[config.mk]
export PLATFORM = sky130hd
export DESIGN_NAME = data_island_scheduler
export DESIGN_NICKNAME = d
export VERILOG_FILES = /design/src/rtl/data_island_pkg.sv /design/src/rtl/data_island_scheduler_rr_arbiter.sv /design/src/rtl/data_island_scheduler.sv
export SDC_FILE = /design/constraint.sdc
export NUM_CORES = 1
export LEC_CHECK = 0
export CAP_MARGIN = 20
export CELL_PAD_IN_SITES_DETAIL_PLACEMENT = 1
export CELL_PAD_IN_SITES_GLOBAL_PLACEMENT = 1
export CORE_ASPECT_RATIO = 1.2
export CORE_MARGIN = 1
export CORE_UTILIZATION = 40
export DETAILED_ROUTE_END_ITERATION = 8
export PLACE_DENSITY_LB_ADDON = 0.1
export REMOVE_ABC_BUFFERS = 1
export SLEW_MARGIN = 20
export SYNTH_ARGS = -nofsm -noshare
export SYNTH_HDL_FRONTEND = slang
export SYNTH_SLANG_ARGS = --single-unit
export TNS_END_PERCENT = 10
[constraint.sdc]
create_clock -name pixelClock -period 3.6 [get_ports pixelClock]
set_input_delay 0.72 -clock pixelClock [delete_from_list [all_inputs] [get_ports pixelClock]]
set_output_delay 0.72 -clock pixelClock [all_outputs]
set_load 0.03 [all_outputs]
[src/rtl/data_island_pkg.sv]
// Shared HDMI data island constants, phase encodings and scheduler state type.
// The packet sources use the same length constants when building their packets.
package data_island_pkg;

    localparam int unsigned PreambleLen       = 8;
    localparam int unsigned GbLen             = 2;
    localparam int unsigned PacketLen         = 32;
    localparam int unsigned MaxPacketsDefault = 18;

    typedef enum logic [1:0] {
        PhPreamble = 2'd0,
        PhLeadGb   = 2'd1,
        PhPacket   = 2'd2,
        PhTrailGb  = 2'd3
    } phase_e;

    typedef enum logic [2:0] {
        StIdle,
        StPreamble,
        StLeadGb,
        StPacket,
        StTrailGb
    } state_e;

    // Increment a requester index, wrapping at n.
    function automatic logic [2:0] wrap_inc(input logic [2:0] i, input int unsigned n);
        return (({29'd0, i} + 32'd1) >= n) ? 3'd0 : i + 3'd1;
    endfunction

endpackage

[src/rtl/data_island_scheduler_rr_arbiter.sv]
// Combinational round-robin picker: first asserted req at or after ptr, wrapping.
// The caller owns and advances the pointer.
module rr_arbiter #(
    parameter int unsigned NUM_REQ = 4
) (
    input  logic [NUM_REQ-1:0] req,
    input  logic [2:0]         ptr,
    output logic [NUM_REQ-1:0] winner,
    output logic [2:0]         idx,
    output logic               valid
);

    logic [NUM_REQ-1:0] rotated;
    logic [3:0]         pos;

    always_comb begin
        rotated = NUM_REQ'({req, req} >> ptr);
        winner  = '0;
        valid   = 1'b0;
        pos     = '0;
        for (int i = 0; i < NUM_REQ; i++) begin
            if (!valid && rotated[i]) begin
                valid = 1'b1;
                pos   = 4'(ptr) + 4'(i);
                if (pos >= 4'(NUM_REQ)) begin
                    pos = pos - 4'(NUM_REQ);
                end
            end
        end
        idx = pos[2:0];
        if (valid) begin
            winner = NUM_REQ'(1) << pos;
        end
    end

endmodule

[src/rtl/data_island_scheduler.sv]
// Times HDMI data islands inside blanking and shares the packet serializer among
// NUM_REQ sources; every output is registered and changes on the state edge.
module data_island_scheduler
    import data_island_pkg::*;
#(
    parameter int unsigned NUM_REQ     = 4,
    parameter int unsigned MAX_PACKETS = MaxPacketsDefault,
    parameter int unsigned MIN_GAP     = 12,
    parameter int unsigned REMAIN_W    = 12
) (
    input  logic                pixelClock,
    input  logic                nReset,
    input  logic [REMAIN_W-1:0] blankRemaining,
    input  logic [NUM_REQ-1:0]  req,
    output logic [NUM_REQ-1:0]  grant,
    output logic [2:0]          selIdx,
    output logic                islandActive,
    output logic [1:0]          phase,
    output logic                isFirstPacketClock,
    output logic                isFirstIslandPacket,
    output logic [4:0]          charCount,
    output logic                overrun
);

    localparam logic [REMAIN_W-1:0] NeedFirst =
        REMAIN_W'(PreambleLen + GbLen + PacketLen + GbLen + MIN_GAP);
    localparam logic [REMAIN_W-1:0] NeedNext  = REMAIN_W'(PacketLen + GbLen + MIN_GAP);
    localparam int unsigned         CntW      = $clog2(MAX_PACKETS + 1);
    localparam logic [CntW-1:0]     LastPkt   = CntW'(MAX_PACKETS - 1);
    localparam logic [4:0]          PreLast   = 5'(PreambleLen - 1);
    localparam logic [4:0]          GbLast    = 5'(GbLen - 1);
    localparam logic [4:0]          PktLast   = 5'(PacketLen - 1);

    state_e             state;
    logic [2:0]         rr_ptr;
    logic [CntW-1:0]    pkt_cnt;
    logic [NUM_REQ-1:0] arb_winner;
    logic [2:0]         arb_idx;
    logic               arb_valid;
    logic               sel_req;

    rr_arbiter #(
        .NUM_REQ(NUM_REQ)
    ) u_rr_arbiter (
        .req   (req),
        .ptr   (rr_ptr),
        .winner(arb_winner),
        .idx   (arb_idx),
        .valid (arb_valid)
    );

    assign sel_req = |(req & (NUM_REQ'(1) << selIdx));

    always_ff @(posedge pixelClock or negedge nReset) begin
        if (!nReset) begin
            state               <= StIdle;
            rr_ptr              <= '0;
            pkt_cnt             <= '0;
            grant               <= '0;
            selIdx              <= '0;
            islandActive        <= 1'b0;
            phase               <= PhPreamble;
            isFirstPacketClock  <= 1'b0;
            isFirstIslandPacket <= 1'b0;
            charCount           <= '0;
            overrun             <= 1'b0;
        end else begin
            grant              <= '0;
            isFirstPacketClock <= 1'b0;
            if (islandActive && blankRemaining == '0) begin
                overrun <= 1'b1;
            end
            case (state)
                StIdle: begin
                    if (|req && blankRemaining >= NeedFirst) begin
                        state        <= StPreamble;
                        islandActive <= 1'b1;
                        phase        <= PhPreamble;
                        charCount    <= '0;
                        pkt_cnt      <= '0;
                    end
                end
                StPreamble: begin
                    if (charCount == PreLast) begin
                        if (arb_valid) begin
                            selIdx <= arb_idx;
                        end
                        state     <= StLeadGb;
                        phase     <= PhLeadGb;
                        charCount <= '0;
                    end else begin
                        charCount <= charCount + 5'd1;
                    end
                end
                StLeadGb: begin
                    if (charCount == GbLast) begin
                        // A withdrawn winner is replaced; with nobody left the
                        // previous source is held and must send a null packet.
                        if (!sel_req && arb_valid) begin
                            selIdx <= arb_idx;
                            grant  <= arb_winner;
                            rr_ptr <= wrap_inc(arb_idx, NUM_REQ);
                        end else begin
                            grant  <= NUM_REQ'(1) << selIdx;
                            rr_ptr <= wrap_inc(selIdx, NUM_REQ);
                        end
                        state               <= StPacket;
                        phase               <= PhPacket;
                        charCount           <= '0;
                        isFirstPacketClock  <= 1'b1;
                        isFirstIslandPacket <= 1'b1;
                    end else begin
                        charCount <= charCount + 5'd1;
                    end
                end
                StPacket: begin
                    if (charCount == PktLast) begin
                        isFirstIslandPacket <= 1'b0;
                        charCount           <= '0;
                        if (arb_valid && pkt_cnt < LastPkt && blankRemaining >= NeedNext) begin
                            selIdx             <= arb_idx;
                            grant              <= arb_winner;
                            rr_ptr             <= wrap_inc(arb_idx, NUM_REQ);
                            pkt_cnt            <= pkt_cnt + 1'b1;
                            isFirstPacketClock <= 1'b1;
                        end else begin
                            state <= StTrailGb;
                            phase <= PhTrailGb;
                        end
                    end else begin
                        charCount <= charCount + 5'd1;
                    end
                end
                StTrailGb: begin
                    if (charCount == GbLast) begin
                        state        <= StIdle;
                        phase        <= PhPreamble;
                        islandActive <= 1'b0;
                        charCount    <= '0;
                        pkt_cnt      <= '0;
                    end else begin
                        charCount <= charCount + 5'd1;
                    end
                end
                default: state <= StIdle;
            endcase
        end
    end

endmodule

==> results.py, run 1 <==
metrics = {
    "run_status": {
        "status": "finished, final reports clean",
    },
    "drt": {
        "route.detailed.drc": 0,
        "via_count": 1946,
        "wl_per_cell_um": 16.7,
        "viasPerCell": 5.88,
        "first_pass_iters": 4,
        "wirelength_um": 5540,
        "first_iter_violations": 70,
        "ant_nets": 0,
    },
    "yosys": {
        "synth_top_area_share_pct": 33.7,
        "synth_cell_types": 64,
        "yosys.cell_count.top_type": "dfrtp_1",
        "synth_top_cell_by_area": "dfrtp_1",
        "async_flop_share_pct": 100,
        "synth.cell_area_um2": 2160,
        "seq_area_frac_synth_pct": 33.7,
        "synth_cells": 239,
        "synth_edf_count": 0,
        "synthTopCellsByArea": "dfrtp_1, ha_1, a21oi_1",
        "synth_ff_type": "dfrtp_1",
        "synth_seq_cells": 29,
        "syn_avg_cell_area_um2": 9.02,
        "yosys-top-cells-count": "dfrtp_1, nor2_1, a21oi_1",
        "ys_warn_count": 0,
    },
    "floorplanning": {
        "io_pins": 36,
        "start_util_pct": 42.7,
        "core_um2": 5040,
        "die_width_um": 69.0,
        "dieArea_um2": 5690,
        "die_y_um": 82.4,
        "std_cell_rows": 28,
    },
    "setup_path": {
        "cp.buffers_inverters": 2,
        "crit_chain": "clkdlybuf4s50_1 > nor3b_1 > a211oi_1 > or4_1 > a211o_2 > inv_1 > ha_1 > or3b_2 > a31oi_1",
        "cp.required_ps": 3800,
        "slowest_delay_ps": 680,
        "startpoint_type": "primary input",
        "criticalPathCategory": "in -> reg",
        "cp_max_fo": 10,
        "cp_top_family": "simple AND/OR/NAND/NOR gates",
        "slowest_stage": "clkdlybuf4s50_1",
        "endpoint_kind": "flop",
        "crit_arrival_ps": 3440,
    },
    "sta": {
        "max_freq_mhz": 308,
        "setup_tns_ps": 0,
        "min_period_over_period_pct": 90.2,
        "max_slew_margin_pct": 59.3,
        "clock_skew_ps": 4.57,
        "tightest_slew_ps": 611,
        "rsz0062_at_grt": "no",
        "fin_crit_ps": 3250,
        "drv_slew": 0,
        "setup_viol": 0,
        "hold_viol": 0,
    },
    "placement": {
        "port_buffers": 35,
        "dp_hpwl_um": 4190,
        "gp_congestion": 0.800,
    },
    "clock_tree": {
        "ctsRootBufferMaster": "clkbuf_8",
        "clk_path_buf_depth": 2,
        "cts_buffers": 5,
        "cts_setup_buffers": 0,
        "cts.sinks": 29,
        "clkTransAtPathRegs_ps": 60,
        "cts_resized": 0,
        "postCtsHoldBufs": 0,
        "clk_latency_ps": 280,
        "tritoncts": "built",
        "htreeDepth": 2,
    },
    "grt": {
        "grt_pass1_vias": 1925,
        "antenna_found_initial": 0,
        "grt_pass1_wl_um": 9360,
        "grt_max_degree": 30,
        "overflow": 0,
        "grt_usage_pct": 20.4,
    },
    "final_layout": {
        "utilization_pct": 51.5,
        "num_antenna_cells": 0,
        "nets": 299,
        "syn2layout_area_growth_pct": 20.4,
        "drive_gt1_share_pct": 10.7,
    },
    "pwr": {
        "ir_drop_v": 0.000502,
        "p_total_uw": 1800,
        "p_per_area_nw_per_um2": 692,
        "p_leak_uw": 0.00116,
    },
    "min_path": {
        "hp-class": "reg -> reg",
    },
    "job": {
        "drv_cap": 0,
    },
}
==> through the flow <==
stage                     area, um^2  std cells  hold WS, ps  setup WS (ps)
after floorplan                 2070        226          424            905
after global placement          2510        323          462            147
after detailed placement        2510        323          465           93.7
after CTS                       2600        331          480            377
after global routing            2600        331          515            232
final                           2600        331          477            354
==> area by class of cell <==
type                       instances  area [um^2]
clock buffer                       6         72.6
clock inverter                     2         10.0
fill                             601         2450
inverter                          15         56.3
multi-input combinational        182         1290
sequential                        29          726
tap                               60         75.1
timing repair buffer              37          365
==> power breakdown <==
| part | total [uW] | switching, uW | internal (uW) |
|---|---|---|---|
| Clock | 258 | 124 | 134 |
| Combinational | 994 | 551 | 442 |
| Sequential | 546 | 144 | 402 |
| Total | 1800 | 820 | 978 |
==> cell usage in the layout, fill, tap and decap left out, drive strengths merged, types with 4 or more instances in the layout <==
master,Yosys,layout
a211o,4,4
a21oi,17,17
a31oi,5,5
and2,4,4
and3,5,5
clkbuf,6,6
clkdlybuf4s50,0,35
dfrtp,29,29
ha,11,11
inv,15,15
mux2,4,4
mux2i,5,5
nand2,14,14
nand3,12,12
nor2,19,19
nor2b,4,4
nor3,9,9
o21ai,12,12
or3,5,5
or4,4,4
==> flip-flops by register name, indices dropped and copies added, names as in the netlist <==
name / flops
isFirstPacketClock: 1
phase: 2
charCount: 5
islandActive: 1
pkt_cnt: 5
rr_ptr: 3
state: 3
selIdx: 3
isFirstIslandPacket: 1
grant: 4
overrun: 1
==> logic make-up (layout without fill, tap and decap cells) <==
kind of cell	Yosys count	count (layout)	share of synthesized area [%]
buffers and inverters	28	60	6.44
and+or+nand+nor	95	95	25.2
muxes	10	10	5.80
DFF	29	29	33.7
AOI/OAI and AO/OA	66	66	22.5
adders and majority gates	11	11	6.38
==> path summary, 6_finish.rpt <==
path,from,endpoint,slack [ps],cells past startpoint
min in group asynchronous,nReset,selIdx[0],820,2
max,req[3],rr_ptr[1],350,9
min reg2reg,overrun,overrun,480,1
max in group asynchronous,nReset,overrun,2500,2
min,overrun,overrun,480,1
max reg2reg,rr_ptr[0],rr_ptr[1],690,8
==> layer usage <==
| layer | vias to the layer above | share of wire (%) | global-route usage [%] |
|---|---|---|---|
| met2 | 38 | 49 | 35.4 |
| li1 | 951 | - | - |
| met1 | 953 | 47 | 26.8 |
| met3 | 4 | 3.6 | 3.88 |
| met4 | 0 | 0.58 | 3.88 |
| met5 | - | 0 | 0 |
(Power assumes the default switching activity.)
==> inputs of run 2 (changes only) <==
- SKIP_LAST_GASP: unset -> 1
- clock period: 3.6 -> 3.1 ns (I/O delays scaled with it)
==> results.py, run 2 (synthesis gave the netlist of run 1 again) <==
metrics = {
    "sta": {
        "min_period_over_period_pct": 95.3,
        "finalWorstSetupSlack_ps": 147,
        "fin_crit_ps": 2950,
        "whs_ps": 470,
        "hold_viol": 0,
        "max_freq_mhz": 339,
        "tightest_slew_ps": 576,
        "drv_slew": 0,
        "max_slew_margin_pct": 61.4,
        "setup_tns_ps": 0,
        "clock_skew_ps": 3.77,
        "rsz0062_at_grt": "no",
        "setup_viol": 0,
    },
    "clock_tree": {
        "cts_resized": 0,
        "ctsRootBufferMaster": "clkbuf_8",
        "clk_latency_ps": 280,
        "cts_setup_buffers": 0,
        "postCtsHoldBufs": 0,
        "cts_buffers": 5,
        "clkTransAtPathRegs_ps": 60,
        "tritoncts": "built",
        "cts.sinks": 29,
        "htreeDepth": 2,
        "clk_path_buf_depth": 2,
    },
    "final_layout": {
        "layout_commonest_cell": "clkdlybuf4s50_1",
        "syn2layout_area_growth_pct": 27.4,
        "num_antenna_cells": 0,
        "n_fill_cell": 638,
        "final_area_um2": 2750,
        "final_cell_mix": "clkdlybuf4s50_1, dfrtp_1, buf_4",
        "top_regs": "charCount: 5 flops, pkt_cnt: 5 flops, grant: 4 flops",
        "nets": 319,
        "drive_gt1_share_pct": 16.8,
    },
    "min_path": {
        "hp-start": "state[2]",
        "hold_path_depth": 1,
        "hp-class": "reg -> reg",
        "worst_hold_path.endpoint": "state[1]",
    },
    "drt": {
        "route.detailed.drc": 0,
        "via_count": 2019,
        "wirelength_um": 5790,
        "first_iter_violations": 55,
        "first_pass_iters": 4,
        "ant_nets": 0,
        "wl_per_cell_um": 16.5,
        "viasPerCell": 5.75,
    },
    "pwr": {
        "p_sw_uw": 968,
        "p_int_uw": 1200,
        "p_total_uw": 2170,
        "p_clk_share_pct": 13.7,
        "ir_drop_v": 0.000458,
        "seq_power_share_pct": 28.4,
        "p_per_area_nw_per_um2": 791,
        "switching_share_pct": 44.6,
        "power_frac_comb_pct": 57.9,
        "p_leak_uw": 0.00125,
    },
    "setup_path": {
        "r2r_slack_ps": 360,
        "r2r-start": "rr_ptr[0]",
        "cp.required_ps": 3300,
        "worst_r2r_endpoint": "rr_ptr[1]",
        "endpoint_kind": "flop",
        "cp_max_fo": 6,
        "crit_path_start": "req[3]",
        "criticalPathCategory": "in -> reg",
        "ff2ff_path_depth": 9,
        "startpoint_type": "primary input",
        "crit_arrival_ps": 3160,
    },
    "floorplanning": {
        "core_um2": 5040,
        "std_cell_rows": 28,
        "die_width_um": 69.0,
        "start_util_pct": 42.7,
        "dieArea_um2": 5690,
        "die_y_um": 82.4,
        "io_pins": 36,
    },
    "grt": {
        "grt_pass1_vias": 2068,
        "grt_usage_pct": 21.8,
        "overflow": 0,
        "grt_max_degree": 30,
        "antenna_found_initial": 0,
        "grt_pass1_wl_um": 9850,
    },
    "run_status": {
        "status": "finished, final reports clean",
    },
    "placement": {
        "dp_hpwl_um": 4420,
        "port_buffers": 35,
        "pre_cts_slack_ps": -140,
        "gp_congestion": 0.796,
        "placed_area_um2": 2660,
    },
    "job": {
        "drv_cap": 0,
    },
}
-- run 2: changes by cell type in the layout (fill, tap and decap cells not counted) --
cell / before / now
buf_4: 2 / 22
-- run 2: through the flow --
stage	cells	utilization, %
2_1_floorplan	226	-
3_3_place_gp	343	52.8
3_5_place_dp	343	52.8
4_1_cts	351	54.4
5_1_grt	351	54.4
6_report	351	54.4
-- run 2: critical path: stages --
cell and delay, ps:
clkdlybuf4s50_1 440, buf_4 170, mux2i_1 150, a22oi_1 120
or4_1 540, a211o_2 320, inv_1 80, ha_1 110
or3b_2 430, a31oi_1 160
-- run 2: worst max-delay path by stage --
| stage | endpoint | slack [ps] |
|---|---|---|
| floorplan | rr_ptr[1] | 420 |
| global placement | rr_ptr[1] | -70 |
| detailed placement | rr_ptr[1] | -140 |
| CTS | rr_ptr[1] | 130 |
| finish | rr_ptr[1] | 150 |
| global route | rr_ptr[1] | 6 |
-- run 2: routing by layer --
| layer | wire length, um | vias up | share of wire [%] | track usage [%] |
|---|---|---|---|---|
| li1 | - | 993 | - | - |
| met1 | 2690 | 983 | 46 | 28.5 |
| met2 | 2820 | 37 | 49 | 36.8 |
| met3 | 189 | 6 | 3.3 | 3.03 |
| met4 | 90 | 0 | 1.6 | 8.57 |
| met5 | 0 | - | 0 | 0 |
-- run 2: power by group through the flow --
stage	sequential (uW)	combinational [uW]	clock, uW
finish	618	1260	298
global route	639	1380	320
CTS	618	1260	309
detailed placement	624	1250	0
global placement	623	1230	0
floorplan	723	678	0
-- run 2: layout make-up --
type                    instances  area [um^2]  share of cell area, %
clock inverters                 2         10.0                  0.364
repair buffers                 57          515                   18.8
flip-flops and latches         29          726                   26.4
well taps                      60         75.1                   2.73
inverters                      15         56.3                   2.05
multi-input cells             182         1290                   47.0
clock buffers                   6         72.6                   2.64
==> inputs of run 3 (changes only) <==
- CELL_PAD_IN_SITES_GLOBAL_PLACEMENT: 1 -> 2
- CORE_UTILIZATION: 40 -> 32
==> results.py, run 3 (synthesis gave the netlist of run 1 again) <==
metrics = {
    "sta": {
        "clock_skew_ps": 2.98,
        "hold_viol": 0,
        "whs_ps": 473,
        "drv_slew": 0,
        "rsz0062_at_grt": "no",
        "fin_crit_ps": 2960,
        "setup_tns_ps": 0,
        "setup_viol": 0,
        "max_freq_mhz": 337,
        "min_period_over_period_pct": 95.6,
        "tightest_slew_ps": 666,
        "max_slew_margin_pct": 55.0,
    },
    "drt": {
        "route.detailed.drc": 0,
        "wl_per_cell_um": 15.9,
        "first_iter_violations": 87,
        "viasPerCell": 5.33,
        "ant_nets": 0,
        "wirelength_um": 6020,
        "first_pass_iters": 4,
        "via_count": 2015,
    },
    "floorplanning": {
        "dieArea_um2": 7070,
        "core_um2": 6490,
        "std_cell_rows": 32,
        "die_y_um": 91.9,
        "io_pins": 36,
        "start_util_pct": 33.2,
        "die_width_um": 76.9,
    },
    "setup_path": {
        "crit_arrival_ps": 3160,
        "crit_path_start": "req[0]",
        "cp.required_ps": 3300,
        "cp_max_fo": 6,
        "startpoint_type": "primary input",
        "r2r-start": "rr_ptr[0]",
        "endpoint_kind": "flop",
        "criticalPathCategory": "in -> reg",
    },
    "clock_tree": {
        "clk_path_buf_depth": 2,
        "htreeDepth": 2,
        "cts.sinks": 29,
        "clkTransAtPathRegs_ps": 60,
        "cts_buffers": 5,
        "postCtsHoldBufs": 0,
        "tritoncts": "built",
        "ctsRootBufferMaster": "clkbuf_8",
        "clk_latency_ps": 280,
    },
    "pwr": {
        "p_total_uw": 2240,
        "p_leak_uw": 0.00127,
        "ir_drop_v": 0.000416,
        "p_per_area_nw_per_um2": 797,
    },
    "grt": {
        "antenna_found_initial": 0,
        "grt_max_degree": 30,
        "overflow": 0,
        "grt_pass1_wl_um": 10000,
        "grt_pass1_vias": 2063,
        "grt_usage_pct": 17.9,
    },
    "final_layout": {
        "drive_gt1_share_pct": 18.1,
        "n_fill_cell": 781,
        "syn2layout_area_growth_pct": 30.5,
        "nets": 321,
        "final_cell_mix": "clkdlybuf4s50_1, dfrtp_1, buf_4",
        "final_area_um2": 2810,
        "top_regs": "charCount: 5 flops, pkt_cnt: 5 flops, grant: 4 flops",
        "layout_commonest_cell": "clkdlybuf4s50_1",
        "num_antenna_cells": 0,
    },
    "min_path": {
        "hp-class": "reg -> reg",
        "hp-start": "overrun",
    },
    "placement": {
        "gp_congestion": 0.723,
        "dp_hpwl_um": 4630,
        "placed_area_um2": 2710,
        "port_buffers": 35,
    },
    "job": {
        "drv_cap": 0,
    },
    "run_status": {
        "status": "finished, final reports clean",
    },
}
run 3: cell count changes in the layout (fill, tap and decap cells not counted):
cell | before | now
clkbuf_1 | 1 | 0
dfrtp_2 | 0 | 1
buf_4 | 22 | 24
clkinv_2 | 2 | 1
dfrtp_1 | 29 | 28
clkbuf_8 | 5 | 7
run 3: worst max-delay path, cell delays in order:
cell,delay [ps]
clkdlybuf4s50_1,570
and4bb_2,270
a211oi_1,60
or4_1,520
a211o_2,330
inv_1,80
ha_1,120
or3b_2,440
a31oi_1,170
run 3: final cells by class:
| type | count | area [um^2] | area share [%] |
|---|---|---|---|
| flip-flops and latches | 29 | 727 | 25.8 |
| inverters | 15 | 56.3 | 2.00 |
| multi-input cells | 182 | 1290 | 45.9 |
| clock buffers | 7 | 96.3 | 3.43 |
| well taps | 85 | 106 | 3.78 |
| repair buffers | 59 | 531 | 18.9 |
| clock inverters | 1 | 5.00 | 0.178 |
run 3: through the flow:
step / worst slack [ps] / instances / utilization (%)
floorplan: 425 / 226 / -
global placement: -89.5 / 370 / 41.8
detailed placement: -144 / 370 / 41.8
CTS: 144 / 378 / 43.3
global route: 24.2 / 378 / 43.4
finish: 136 / 378 / 43.4
run 3: path summary, 6_finish.rpt:
kind / endpoint / depth (start not counted) / slack, ps
setup / recovery: rr_ptr[1] / 9 / 140
hold / removal: overrun / 1 / 470
setup reg to reg: rr_ptr[1] / 8 / 400
hold reg to reg: overrun / 1 / 470
max in group asynchronous: rr_ptr[0] / 2 / 2070
min in group asynchronous: isFirstPacketClock / 2 / 730
run 3: report_power, final:
group,switching [uW],total [uW],internal [uW]
registers,169,636,468
clock network,147,348,200
logic,666,1260,591
run 3: repair_timing:
action | CTS | global route
resized for setup | 0 | 1
setup endpoints to repair | 0 | 1
endpoints found under the hold margin | 0 | 0
buffers inserted | 0 | 0
run 3: routing by layer:
metal  global-route usage [%]  part of all wire, %
met4                     5.29                 0.95
met2                     30.9                   49
met3                     2.89                  3.0
met1                     22.6                   47
met5                        0                    0
==> RTL change: new RTL, settings of run 2 <==
Put one more register stage on the output `overrun`, with the module's reset. The value now appears one clock later. The other outputs are not delayed to match.
--- a/src/rtl/data_island_scheduler.sv
+++ b/src/rtl/data_island_scheduler.sv
@@ -32,4 +32,6 @@
     localparam logic [4:0]          PktLast   = 5'(PacketLen - 1);
 
+    logic overrun_s0;
+
     state_e             state;
     logic [2:0]         rr_ptr;
@@ -64,10 +66,10 @@
             isFirstIslandPacket <= 1'b0;
             charCount           <= '0;
-            overrun             <= 1'b0;
+            overrun_s0          <= 1'b0;
         end else begin
             grant              <= '0;
             isFirstPacketClock <= 1'b0;
             if (islandActive && blankRemaining == '0) begin
-                overrun <= 1'b1;
+                overrun_s0 <= 1'b1;
             end
             case (state)
@@ -148,4 +150,12 @@
     end
 
+    always_ff @(posedge pixelClock or negedge nReset) begin
+        if (!nReset) begin
+            overrun <= '0;
+        end else begin
+            overrun <= overrun_s0;
+        end
+    end
+
 endmodule
 
Check against the original RTL: not equivalent (Yosys sat finds a counterexample within 4 cycles, from zero or initial values and one cycle with nReset low).
==> RTL change against run 2 <==
  * Synthesized cell count down 2.1%
  * Synthesized area down 0.17%
  * Total power up 5.2%
  * Design area up 1.2%
  * Sequential cell count up 1
  * Wire length up 5.4%
  * Clock skew down 0.54 ps
  * Setup slack worse by 26 ps
  * Critical path type unchanged
==> RTL change: results (changes against run 2) <==
Placement:
- The placement-stage worst setup slack was -239.3 ps (was -140.1 ps).
- The HPWL after detailed placement is 4.605 mm (was 4.424 mm).
- The placer congestion estimate is 0.7972 (was 0.7955).

Final layout:
- The non-clock inverter count in the final layout is 14 (was 15).
- The total number of nets in the final design is 314 (was 319).
- The number of multi-input combinational cells is 180 (was 182).
- The share of cell area taken by multi-input logic gates is 47.50% (was 47.02%).
- The sequential fraction of total cell area is 27.01% (was 26.42%).
- The number of buffers outside the clock class in the layout was 54 (was 57).
- The share of cells above drive strength 1 is 15.14% (was 16.84%).
- The sequential cell count is 30 (was 29).
- The total of fill cells in the finished design is 610 (was 638).
- The relative area of non-clock buffer cells in the final design is 17.92% (was 18.77%).

Die:
- The overall die area is 5679 um2 (was 5688 um2).

Route:
- The final wirelength is 6.106 mm (was 5.792 mm).
- The routed wire length on met3 is 137 um (was 189 um).
- The length of routed wiring on met1 is 2.601 mm (was 2.693 mm).
- The violation count after the first detailed-route iteration is 60 (was 55).
- The sum of met2 wire segment lengths after detailed routing is 3.252 mm (was 2.818 mm).

Global route:
- The global-route wire length before repair was 9.970 mm (was 9.853 mm).
- The number of global-route vias before repair came to 2087 (was 2068).
- The pin count of the biggest net entering global routing is 31 (was 30).
- The global-route total usage across every layer was 23.91% (was 21.77%).
- The routing usage on met1 was 26.15% (was 28.46%).
- The met3 layer usage reported by global route is 4.396% (was 3.034%).
- The met2 usage is 44.37% (was 36.80%).

Synth:
- The post-synthesis cell type count is 63 (was 64).
- The share of flip-flops with an asynchronous set or reset after synthesis is 100.0% (unchanged).
- Synth cell count leaders: dfrtp_1 (30), a21oi_1 (17), o21ai_0 (16), inv_1 (14), nor2_1 (14) (was dfrtp_1 (29), nor2_1 (18), a21oi_1 (16), inv_1 (14), nand2_1 (14)).
- The fraction of the yosys area taken by sequential cells is 34.88% (was 33.66%).
- Leading post-synthesis cells by cell area: dfrtp_1 (35%), ha_1 (6.4%), a21oi_1 (4.0%) (was dfrtp_1 (34%), ha_1 (6.4%), a21oi_1 (3.7%)).

STA:
- The portion of the clock cycle consumed by the worst path in the final layout is 96.08% (was 95.26%).
- The tightest slew margin relative to the limit is 60.92% (was 61.39%).
- The worst-case clock skew is 3.234 ps (was 3.771 ps).

Critical path:
- The register-to-register setup slack was 200 ps (was 360 ps).
- The arrival time of data at the critical path endpoint is 3170 ps (was 3160 ps).
- The highest fanout seen on the critical path was 5 (was 6).

Power:
- The leakage power summed over all cells is 1.216 nW (was 1.254 nW).
- The worst ir drop on vdd is 0.0004629 V (was 0.0004579 V).

Clocking:
- The number of buffers created by CTS is 5 (unchanged).

Outcome:
- Run status: completed (unchanged).
[RTL change: power by group]
part / total (mW) / switching (mW) / internal (mW)
logic: 1.31 / 0.715 / 0.599
registers: 0.665 / 0.180 / 0.485
clock network: 0.307 / 0.137 / 0.171
total: 2.29 / 1.03 / 1.25
[RTL change: cell families after synthesis]
kind of cell / count (synthesis) / share of synthesized area [%]
adders and majority gates: 11 / 6.395
AOI/OAI and AO/OA: 83 / 27.73
buffers and inverters: 24 / 5.000
muxes: 8 / 4.477
DFF: 30 / 34.88
and+or+nand+nor: 78 / 21.51
[RTL change: metrics by stage]
step | std cells | TNS, ps | utilization [%] | hold WS, ps
global placement | 337 | -119.2 | 52.68 | 368.0
global route | 344 | -20.11 | 55.08 | 385.0
CTS | 343 | 0 | 54.32 | 380.5
detailed placement | 337 | -469.5 | 52.68 | 367.7
finish | 344 | 0 | 55.08 | 378.1
floorplan | 224 | 0 | - | 324.4
[RTL change: worst paths after layout]
| kind | to | depth (start not counted) |
|---|---|---|
| setup / recovery | rr_ptr[0]$_DFFE_PN0P_ | 11 |
| hold / removal | overrun$_DFF_PN0_ | 0 |
| setup reg to reg | rr_ptr[0]$_DFFE_PN0P_ | 10 |
| hold reg to reg | overrun$_DFF_PN0_ | 0 |
| max in group asynchronous | selIdx[0]$_DFFE_PN0P_ | 2 |
| min in group asynchronous | overrun$_DFF_PN0_ | 2 |
[RTL change: worst max-delay path, cell delays in order]
cell and delay, ps:
clkdlybuf4s50_1 530, or2b_1 270, a32oi_2 280, nor3b_4 100, a2111oi_4 390, nand2b_4 200, inv_1 60, ha_1 220
a311oi_2 170, o21ai_0 110, a31oi_1 210
[RTL change: timing repair]
action                                 4_1_cts  5_1_grt
gates resized for setup                      0        5
buffers inserted                             0        1
endpoints found under the hold margin        0        0
setup endpoints to repair                    0        1
